$ cat config.mk
export PLATFORM = sky130hd
export DESIGN_NAME = phy_rx_sync_ctrl
export DESIGN_NICKNAME = d
export VERILOG_FILES = /design/src/rtl/phy_rx_pkg.sv /design/src/rtl/phy_rx_lane_sync.sv /design/src/rtl/phy_rx_sync_ctrl.sv
export SDC_FILE = /design/constraint.sdc
export NUM_CORES = 1
export LEC_CHECK = 0
export ABC_AREA = 1
export BUFFER_PORTS_ARGS = -buffer_cell sky130_fd_sc_hd__buf_2
export CAP_MARGIN = 20
export CORE_UTILIZATION = 60
export DETAILED_ROUTE_END_ITERATION = 6
export PLACE_DENSITY = 0.8
export SYNTH_ARGS = -nofsm -noshare
export SYNTH_HDL_FRONTEND = slang
export SYNTH_SLANG_ARGS = --single-unit
export TNS_END_PERCENT = 50
$ cat constraint.sdc
create_clock -name clk_8f -period 1.9 [get_ports clk_8f]
set_clock_uncertainty 0.1 [all_clocks]
set_input_delay 0 -clock clk_8f [delete_from_list [all_inputs] [get_ports clk_8f]]
set_output_delay 0 -clock clk_8f [all_outputs]
set_load 0.02 [all_outputs]
$ cat src/rtl/phy_rx_pkg.sv
// Shared constants and lane state encoding for the two-lane PHY receive sync controller.
package phy_rx_pkg;

  localparam logic [7:0] COMMA = 8'hBC;

  typedef enum logic [1:0] {
    HUNT = 2'd0,
    LOCK = 2'd1,
    SYNC = 2'd2
  } lane_state_e;

  function automatic logic is_comma(input logic [7:0] byte_v);
    return (byte_v == COMMA);
  endfunction

endpackage

$ cat src/rtl/phy_rx_lane_sync.sv
// One receive lane: deserializer, comma hunt/lock, byte delivery and loss-of-sync detection.
// Optional macro PHY_RX_SYNC_ERR_CNT_EN adds a saturating loss-of-lock counter.
module phy_rx_lane_sync
  import phy_rx_pkg::*;
#(
  parameter int COMMA_NUM = 4,
  parameter int MAX_RUN   = 16
) (
  input  logic       clk_8f,
  input  logic       reset,
  input  logic       enable,
  input  logic       in_bit,
  output logic [7:0] data_out,
  output logic       valid_out,
  output logic       sync
`ifdef PHY_RX_SYNC_ERR_CNT_EN
  ,
  output logic [7:0] err_cnt
`endif
);

  localparam logic [3:0] COMMA_NUM_C = 4'(COMMA_NUM);
  localparam logic [8:0] MAX_RUN_C   = 9'(MAX_RUN);

  // Only the last seven bits are kept; the incoming bit completes the window.
  logic [6:0]  sr_r, sr_n;
  lane_state_e state_r, state_n;
  logic [2:0]  phase_r, phase_n;
  logic [3:0]  comma_cnt_r, comma_n;
  logic [7:0]  run_cnt_r, run_n;
  logic [7:0]  data_r, data_n;
  logic        valid_r, valid_n;
  logic        sync_r;
  logic [7:0]  window_s;
  logic        comma_s;
  logic        boundary_s;
  logic [3:0]  comma_inc_s;
  logic [8:0]  run_inc_s;
  logic        to_hunt_s;

  // State and datapath registers.
  always_ff @(posedge clk_8f) begin
    if (reset) begin
      sr_r        <= 7'd0;
      state_r     <= HUNT;
      phase_r     <= 3'd0;
      comma_cnt_r <= 4'd0;
      run_cnt_r   <= 8'd0;
      data_r      <= 8'd0;
      valid_r     <= 1'b0;
      sync_r      <= 1'b0;
    end else begin
      sr_r        <= sr_n;
      state_r     <= state_n;
      phase_r     <= phase_n;
      comma_cnt_r <= comma_n;
      run_cnt_r   <= run_n;
      data_r      <= data_n;
      valid_r     <= valid_n;
      sync_r      <= (state_n == SYNC);
    end
  end

  // Next-state and output decode.
  always_comb begin
    window_s    = {sr_r, in_bit};
    comma_s     = is_comma(window_s);
    boundary_s  = (phase_r == 3'd7);
    comma_inc_s = comma_cnt_r + 4'd1;
    run_inc_s   = {1'b0, run_cnt_r} + 9'd1;
    sr_n        = sr_r;
    state_n     = state_r;
    phase_n     = phase_r + 3'd1;
    comma_n     = comma_cnt_r;
    run_n       = run_cnt_r;
    data_n      = data_r;
    valid_n     = 1'b0;
    to_hunt_s   = 1'b0;
    if (!enable) begin
      state_n = HUNT;
      phase_n = 3'd0;
      comma_n = 4'd0;
      run_n   = 8'd0;
    end else begin
      sr_n = window_s[6:0];
      case (state_r)
        HUNT: begin
          phase_n = 3'd0;
          if (comma_s) begin
            comma_n = 4'd1;
            run_n   = 8'd0;
            if (COMMA_NUM == 1) begin
              state_n = SYNC;
            end else begin
              state_n = LOCK;
            end
          end else begin
            comma_n = 4'd0;
          end
        end
        LOCK: begin
          if (boundary_s && comma_s) begin
            comma_n = comma_inc_s;
            if (comma_inc_s == COMMA_NUM_C) begin
              state_n = SYNC;
            end else begin
              state_n = LOCK;
            end
          end else if (boundary_s) begin
            state_n   = HUNT;
            phase_n   = 3'd0;
            comma_n   = 4'd0;
            to_hunt_s = 1'b1;
          end else begin
            state_n = LOCK;
          end
        end
        SYNC: begin
          if (boundary_s && comma_s) begin
            run_n = 8'd0;
          end else if (boundary_s) begin
            // The byte that overflows the run is still delivered.
            data_n  = window_s;
            valid_n = 1'b1;
            if (run_inc_s > MAX_RUN_C) begin
              state_n   = HUNT;
              phase_n   = 3'd0;
              comma_n   = 4'd0;
              run_n     = 8'd0;
              to_hunt_s = 1'b1;
            end else begin
              run_n = run_inc_s[7:0];
            end
          end else begin
            state_n = SYNC;
          end
        end
        default: begin
          state_n = HUNT;
          phase_n = 3'd0;
          comma_n = 4'd0;
          run_n   = 8'd0;
        end
      endcase
    end
  end

  assign data_out  = data_r;
  assign valid_out = valid_r;
  assign sync      = sync_r;

`ifdef PHY_RX_SYNC_ERR_CNT_EN
  logic [7:0] err_cnt_r;

  // Saturating count of lock losses; disable-driven drops never set to_hunt_s.
  always_ff @(posedge clk_8f) begin
    if (reset) begin
      err_cnt_r <= 8'd0;
    end else if (to_hunt_s && (err_cnt_r != 8'hFF)) begin
      err_cnt_r <= err_cnt_r + 8'd1;
    end else begin
      err_cnt_r <= err_cnt_r;
    end
  end

  assign err_cnt = err_cnt_r;
`endif

endmodule

$ cat src/rtl/phy_rx_sync_ctrl.sv
// Two-lane receive sync controller; active gates the downstream unstriping logic.
// Optional macro PHY_RX_SYNC_ERR_CNT_EN exposes per-lane error counters.
module phy_rx_sync_ctrl
  import phy_rx_pkg::*;
#(
  parameter int COMMA_NUM = 4,
  parameter int MAX_RUN   = 16
) (
  input  logic       clk_8f,
  input  logic       reset,
  input  logic       enable,
  input  logic       in_0,
  input  logic       in_1,
  output logic [7:0] data_out_0,
  output logic       valid_out_0,
  output logic [7:0] data_out_1,
  output logic       valid_out_1,
  output logic       sync_0,
  output logic       sync_1,
  output logic       active
`ifdef PHY_RX_SYNC_ERR_CNT_EN
  ,
  output logic [7:0] err_cnt_0,
  output logic [7:0] err_cnt_1
`endif
);

  logic active_r;

  phy_rx_lane_sync #(.COMMA_NUM(COMMA_NUM), .MAX_RUN(MAX_RUN)) u_lane_0 (
    .clk_8f    (clk_8f),
    .reset     (reset),
    .enable    (enable),
    .in_bit    (in_0),
    .data_out  (data_out_0),
    .valid_out (valid_out_0),
    .sync      (sync_0)
`ifdef PHY_RX_SYNC_ERR_CNT_EN
    ,
    .err_cnt   (err_cnt_0)
`endif
  );

  phy_rx_lane_sync #(.COMMA_NUM(COMMA_NUM), .MAX_RUN(MAX_RUN)) u_lane_1 (
    .clk_8f    (clk_8f),
    .reset     (reset),
    .enable    (enable),
    .in_bit    (in_1),
    .data_out  (data_out_1),
    .valid_out (valid_out_1),
    .sync      (sync_1)
`ifdef PHY_RX_SYNC_ERR_CNT_EN
    ,
    .err_cnt   (err_cnt_1)
`endif
  );

  // Both-lanes-synchronized flag, dropped immediately when receive is disabled.
  always_ff @(posedge clk_8f) begin
    if (reset) begin
      active_r <= 1'b0;
    end else begin
      active_r <= enable & sync_0 & sync_1;
    end
  end

  assign active = active_r;

endmodule
==> results of run 1 <==
-- final cells by class --
type                       count  area share
sequential                    69       0.345
multi-input combinational    350       0.462
inverter                      63      0.0585
clock inverter                 6      0.0213
timing repair buffer          38      0.0575
tap                           72      0.0223
clock buffer                  10      0.0340
-- per-stage QoR --
stage / hold slack, ns / setup TNS, ns
after floorplan: -0.0309 / 0
after global placement: 0.166 / 0
after detailed placement: 0.168 / 0
after CTS: 0.329 / 0
after global routing: 0.348 / -0.274
final: 0.342 / 0
-- logic make-up after synthesis --
family	count (synthesis)	synth area share
AND/OR/NAND/NOR	248	0.317
AO/OA/AOI/OAI	76	0.116
buffers and inverters	73	0.0820
flip-flops	69	0.399
adder cells (fa/ha/maj)	19	0.0687
XOR/XNOR	7	0.0177
-- routing by layer --
metal  vias up  global-route usage  routed length [um]  share of wire
li1       1635                   -                   -              -
met1      1404               0.316                3330           0.47
met2        55               0.427                3390           0.48
met3        10              0.0459                 255          0.036
met4         0               0.131                 118          0.017
met5         -                   0                   0              0
-- final timing paths --
check	startpoint	endpoint	slack, ns	cells after the start
worst max-delay path	u_lane_1.run_cnt_r[0]	u_lane_1.comma_cnt_r[3]	0.13	12
worst min-delay path	u_lane_0.phase_r[0]	u_lane_0.phase_r[0]	0.34	1
worst max register to register	u_lane_1.run_cnt_r[0]	u_lane_1.comma_cnt_r[3]	0.13	12
worst min register to register	u_lane_0.phase_r[0]	u_lane_0.phase_r[0]	0.34	1
-- registers in the layout, indices dropped and copies added, names as in the netlist, 2 cells and up --
name	flops
u_lane_0.data_out	8
u_lane_0.comma_cnt_r	4
u_lane_1.phase_r	3
u_lane_0.sr_r	7
u_lane_1.data_out	8
u_lane_1.run_cnt_r	8
u_lane_1.state_r	2
u_lane_1.sr_r	7
u_lane_0.phase_r	3
u_lane_1.comma_cnt_r	4
u_lane_0.run_cnt_r	8
u_lane_0.state_r	2
-- power by group through the flow --
stage	clock network (mW)	logic, mW	registers, mW
floorplan	0	0.0579	1.51
global placement	0	0.0781	1.52
detailed placement	0	0.0803	1.52
CTS	1.35	0.0877	1.48
global route	1.41	0.101	1.48
finish	1.34	0.0881	1.48
-- layout by cell type, fill, tap and decap left out, types with 9 or more instances in the layout --
cell,instances
inv_1,59
nor2_2,9
nand2_1,99
buf_4,9
ha_1,15
a21oi_1,24
clkbuf_8,10
nand3_1,21
nor2_1,89
o21ai_0,35
buf_2,25
dfxtp_1,65
-- worst max-delay path, stage by stage (launching register included) --
cell and delay (ns):
dfxtp_4 0.38, ha_4 0.15, nand2_1 0.07, nor2_2 0.16, nand2_1 0.07, nand2_1 0.05
nand2_1 0.08, nor2_4 0.14, nand4_4 0.12, nand3_2 0.17, nand2_1 0.08, inv_1 0.06
nor2_1 0.04
-- timing repair --
action | CTS | global route
hold buffers | 4 | 0
gates resized for setup | 0 | 24
endpoints found under the hold margin | 16 | 0
endpoints found under the setup margin | 0 | 28
==> reports/results.ini, run 1 <==
[drt]
wire_per_inst_um=11.7
vias=3104
ant_nets=0
firstDrtPassIters=4
wl_um=7100
drt_iter0_drc=104
drc=0
vias_per_cell=5.11

[worst_setup_path]
cp-start-kind=register
path_max_fanout=8
path_class=register to register
arrival_ns=1.92
required_ns=2.05
worstSetupEndpointType=register

[global_route]
globalRouteOverflowTotal=0
grt_max_degree=30
grt_use_total=0.256
grt_pass1_vias=2905
grt_pass1_wl_um=12300
antenna_found_initial=0

[placed_design]
dpl_cell_area_um2=3700
gp_congestion=0.847
io_buffers=25
dpl.cell_count=588
hpwlAfterDp_um=4840
detailedPlace.worstSlack_ns=0.0537

[job]
max-cap-violations=0

[clocking]
cts_num_sinks=69
postCtsSetupRepairBufs=0
clock_latency_ns=0.35
cts_tree=built
clk_path_buf_depth=2
path_clk_slew_ns=0.07
htreeDepth=3
numCtsBuffers=9
cts_root_buffer=clkbuf_8

[synth]
ys_ff_latch=69
synth.cells.most_frequent=100 x nand2_1, 90 x nor2_1, 69 x dfxtp_1
ys_seq_area_frac=0.399
yosysMostFrequentCell=nand2_1
synth_top_area_share=0.399
syn_nets=516
synth.distinct_cells=33
syn_area_um2=3460
synth.area.top_cells=dfxtp_1 40%, nand2_1 11%, nor2_1 9.8%
netlist_instances=492
syn-mean-instance-area_um2=7.04
async_flop_share=0
ys.flop_type=dfxtp_1
yosysTopAreaCell=dfxtp_1
synth_edf_count=0
yosys_warnings=0

[cells_and_area]
synthToLayoutAreaGrowth_pct=16.8
num-nets-final=555
instances_no_fill=608
fin_area_um2=4050
seq_area_um2=1390
fin_util=0.730
num-fill-cells=455
drive_gt1_frac=0.170
n_antenna_cell=0
multi_input_area_um2=1870

[power]
p_leak_nw=1.79
p_total_mw=2.91
seqPwrFrac=0.509
comb_power_share=0.030
p_int_mw=2.26
clkPwrFrac=0.460
peakVddDrop_v=0.000528
switching_share=0.221
powerDensity_nw_per_um2=718
p_switching_uw=643

[floorplanning]
rows=27
die_y_um=78.0
die_w_um=78.0
ios=26
core_um2=5540
start_util=0.625
dieArea_um2=6080

[timing]
finalHoldViolCount=0
drv_slew=0
rsz0062_at_grt=true
timing.fmax_ghz=0.564
worst_pin_slew_ns=0.639
period_needed_ns=1.77
relSlewSlack=0.574
setup_viol=0
layout_worst_path_cycle_share=0.934
setup_slack_ns=0.126

[hold_path]
min_path_type=register to register

[status]
status=complete, no violations

Note: power is estimated with default switching activity, not from simulation.
==> run 2, diff against run 1 <==
--- a/config.mk
+++ b/config.mk
@@ -13,5 +13,6 @@
 export PLACE_DENSITY = 0.8
 export SYNTH_ARGS = -nofsm -noshare
 export SYNTH_HDL_FRONTEND = slang
+export SYNTH_HIERARCHICAL = 1
 export SYNTH_SLANG_ARGS = --single-unit
 export TNS_END_PERCENT = 50
==> reports/results.ini, run 2 <==
[synth]
synth.cells.most_frequent=103 x nand2_1, 69 x dfxtp_1, 55 x nor2_1
ys_ff_latch=69  ; unchanged
yosys_warnings=6  ; +6
syn-mean-instance-area_um2=7.37  ; +4.8%
async_flop_share=0  ; unchanged
synth_edf_count=0  ; unchanged
syn_area_um2=3510  ; +1.4%
ys.flop_type=dfxtp_1
syn_nets=501  ; -2.9%
ys_seq_area_frac=0.394  ; -0.00541
synth.distinct_cells=37  ; +12%
yosysTopAreaCell=dfxtp_1
synth.area.top_cells=dfxtp_1 39%, nand2_1 11%, ha_1 7.1%
netlist_instances=476  ; -3.3%
synth_top_area_share=0.394  ; -0.00541
yosysMostFrequentCell=nand2_1

[clocking]
clock_latency_ns=0.35  ; about the same
numCtsBuffers=9  ; unchanged
cts_num_sinks=69  ; unchanged
path_clk_slew_ns=0.07  ; about the same
cts_tree=built
cts_root_buffer=clkbuf_8
htreeDepth=3  ; unchanged
clk_path_buf_depth=2  ; unchanged

[timing]
finalHoldViolCount=0  ; unchanged
period_needed_ns=1.79  ; +0.0138 ns
rsz0062_at_grt=true
timing.fmax_ghz=0.559  ; -0.77%
setup_viol=0  ; unchanged
drv_slew=0  ; unchanged
relSlewSlack=0.774  ; +0.200
layout_worst_path_cycle_share=0.941  ; +0.00728
worst_pin_slew_ns=0.335  ; -0.304 ns
setup_slack_ns=0.112  ; -0.0138 ns

[cells_and_area]
num-nets-final=550  ; -0.90%
drive_gt1_frac=0.212  ; +0.0419
num-fill-cells=440  ; -3.3%
instances_no_fill=601  ; -1.2%
layout_commonest_cell=nand2_1
synthToLayoutAreaGrowth_pct=16.8  ; about the same
mostFrequentLayoutCells=101 x nand2_1, 68 x dfxtp_1, 52 x nor2_1
fin_area_um2=4100  ; +1.3%
n_antenna_cell=0  ; unchanged

[job]
max-cap-violations=0  ; unchanged

[hold_path]
holdCritStartpoint=u_lane_0/phase_r[0]
whs_endpoint=u_lane_0/phase_r[0]
min_path_type=register to register
hold_depth=1  ; unchanged

[worst_setup_path]
cp-start-kind=register
worstSetupEndpointType=register
arrival_ns=1.96  ; +0.04 ns
path_max_fanout=7  ; -1
rrSetupSlack_ns=0.11  ; about the same
reg2reg_depth=8  ; -4
reg2reg_to=u_lane_1/data_out[6]
required_ns=2.07  ; +0.02 ns
path_class=register to register
r2r-start=u_lane_1/phase_r[0]

[drt]
wl_met1_um=3230  ; -3.2%
wl_met3_um=280  ; +9.8%
wire_per_inst_um=12.4  ; +6.1%
wl_um=7440  ; +4.9%
topRoutingLayerUsed=met4
firstDrtPassIters=4  ; unchanged
wl_met2_um=3800  ; +12%
vias=3239  ; +4.3%
ant_nets=0  ; unchanged
vias_per_cell=5.39  ; +5.6%
drc=0  ; unchanged
drt_iter0_drc=170  ; +63%

[global_route]
grt_use_total=0.261  ; +0.00491
antenna_found_initial=0  ; unchanged
grt_max_degree=18  ; -40%
grt_pass1_vias=2902  ; -0.10%
grt_pass1_wl_um=12500  ; +1.8%
globalRouteOverflowTotal=0  ; unchanged

[power]
powerDensity_nw_per_um2=661  ; -8.0%
peakVddDrop_v=0.000567  ; +7.5%
p_total_mw=2.71  ; -6.8%
p_leak_nw=1.72  ; -3.5%

[floorplanning]
die_y_um=78.5  ; +0.67%
start_util=0.630  ; +0.00474
die_w_um=78.5  ; +0.67%
dieArea_um2=6160  ; +1.3%
rows=27  ; unchanged
core_um2=5570  ; +0.61%
ios=26  ; unchanged

[placed_design]
io_buffers=25  ; unchanged
gp_congestion=0.914  ; +7.8%
hpwlAfterDp_um=5250  ; +8.5%
detailedPlace.worstSlack_ns=0.0129  ; -0.0408 ns
dpl_cell_area_um2=3770  ; +2.0%
dpl.cell_count=576  ; -2.0%

[status]
status=complete, no violations

==> run 2: cell count changes after synthesis, moves of 4 or more <==
cell / change
nand4_1: +15
nor2_1: -35
nand3_2: +5
nand2_2: +5
nand3_1: -5
o21ai_0: -19
a21oi_1: +12
inv_2: +5
nor3_1: +4
inv_1: -10
nand3b_1: +4
==> run 2: cell type report <==
class,instances,area [um2],area share
clock inverters,6,63.8,0.0156
clock buffers,9,124,0.0302
inverters,58,221,0.0540
well taps,72,90.1,0.0220
multi-input cells,342,1930,0.471
repair buffers,45,285,0.0696
flip-flops and latches,69,1390,0.338
==> run 2: routing by layer <==
layer	GRT usage	vias up
li1	-	1650
met1	0.299	1494
met2	0.453	77
met3	0.0651	18
met4	0.126	0
met5	0	-
==> run 2: where the power goes <==
group,switching [mW],total [mW],leakage (nW),internal (mW)
registers,0.0131,1.47,0.558,1.46
clock network,0.556,1.15,0.0915,0.598
logic,0.0569,0.0841,1.07,0.0272
total,0.626,2.71,1.72,2.08
==> run 2: critical path, stage by stage, from the launching register on <==
cell and delay (ns):
dfxtp_1 0.32, ha_2 0.20, ha_4 0.18, nand3_4 0.14, inv_2 0.09, nor3_4 0.32, buf_4 0.17, o21ai_0 0.06
a21oi_1 0.15
==> run 2: cells by family after synthesis <==
| kind of cell | count (synthesis) | share of synthesized area |
|---|---|---|
| and+or+nand+nor | 247 | 0.345 |
| AOI/OAI and AO/OA | 71 | 0.110 |
| DFF | 69 | 0.394 |
| buffers and inverters | 65 | 0.0702 |
| adders and majority gates | 20 | 0.0713 |
| xor gates and xnor gates | 4 | 0.00998 |
==> run 2: worst max-delay path by stage <==
stage	from	to	slack [ns]	cells past startpoint
floorplan	u_lane_0/run_cnt_r[1]	u_lane_0/comma_cnt_r[1]	0.24	12
global placement	u_lane_1/phase_r[0]	u_lane_1/data_out[2]	0.1	8
detailed placement	u_lane_1/phase_r[0]	u_lane_1/data_out[7]	0.01	8
CTS	u_lane_1/phase_r[0]	u_lane_1/data_out[7]	0.005	8
global route	u_lane_0/run_cnt_r[0]	u_lane_0/comma_cnt_r[3]	-0.04	12
finish	u_lane_1/phase_r[0]	u_lane_1/data_out[6]	0.11	8
==> run 2: per-stage QoR <==
step / hold WS, ns / utilization / setup TNS [ns]
after floorplan: -0.0309 / - / 0
after global placement: 0.183 / 0.677 / 0
after detailed placement: 0.185 / 0.677 / 0
after CTS: 0.337 / 0.717 / 0
after global routing: 0.371 / 0.735 / -0.104
final: 0.341 / 0.735 / 0
==> run 2: timing repair <==
item / in CTS / in global routing
buffers inserted: 0 / 6
endpoints found under the hold margin: 12 / 0
hold buffers: 4 / 0
resized for setup: 0 / 16
endpoints found under the setup margin: 0 / 31
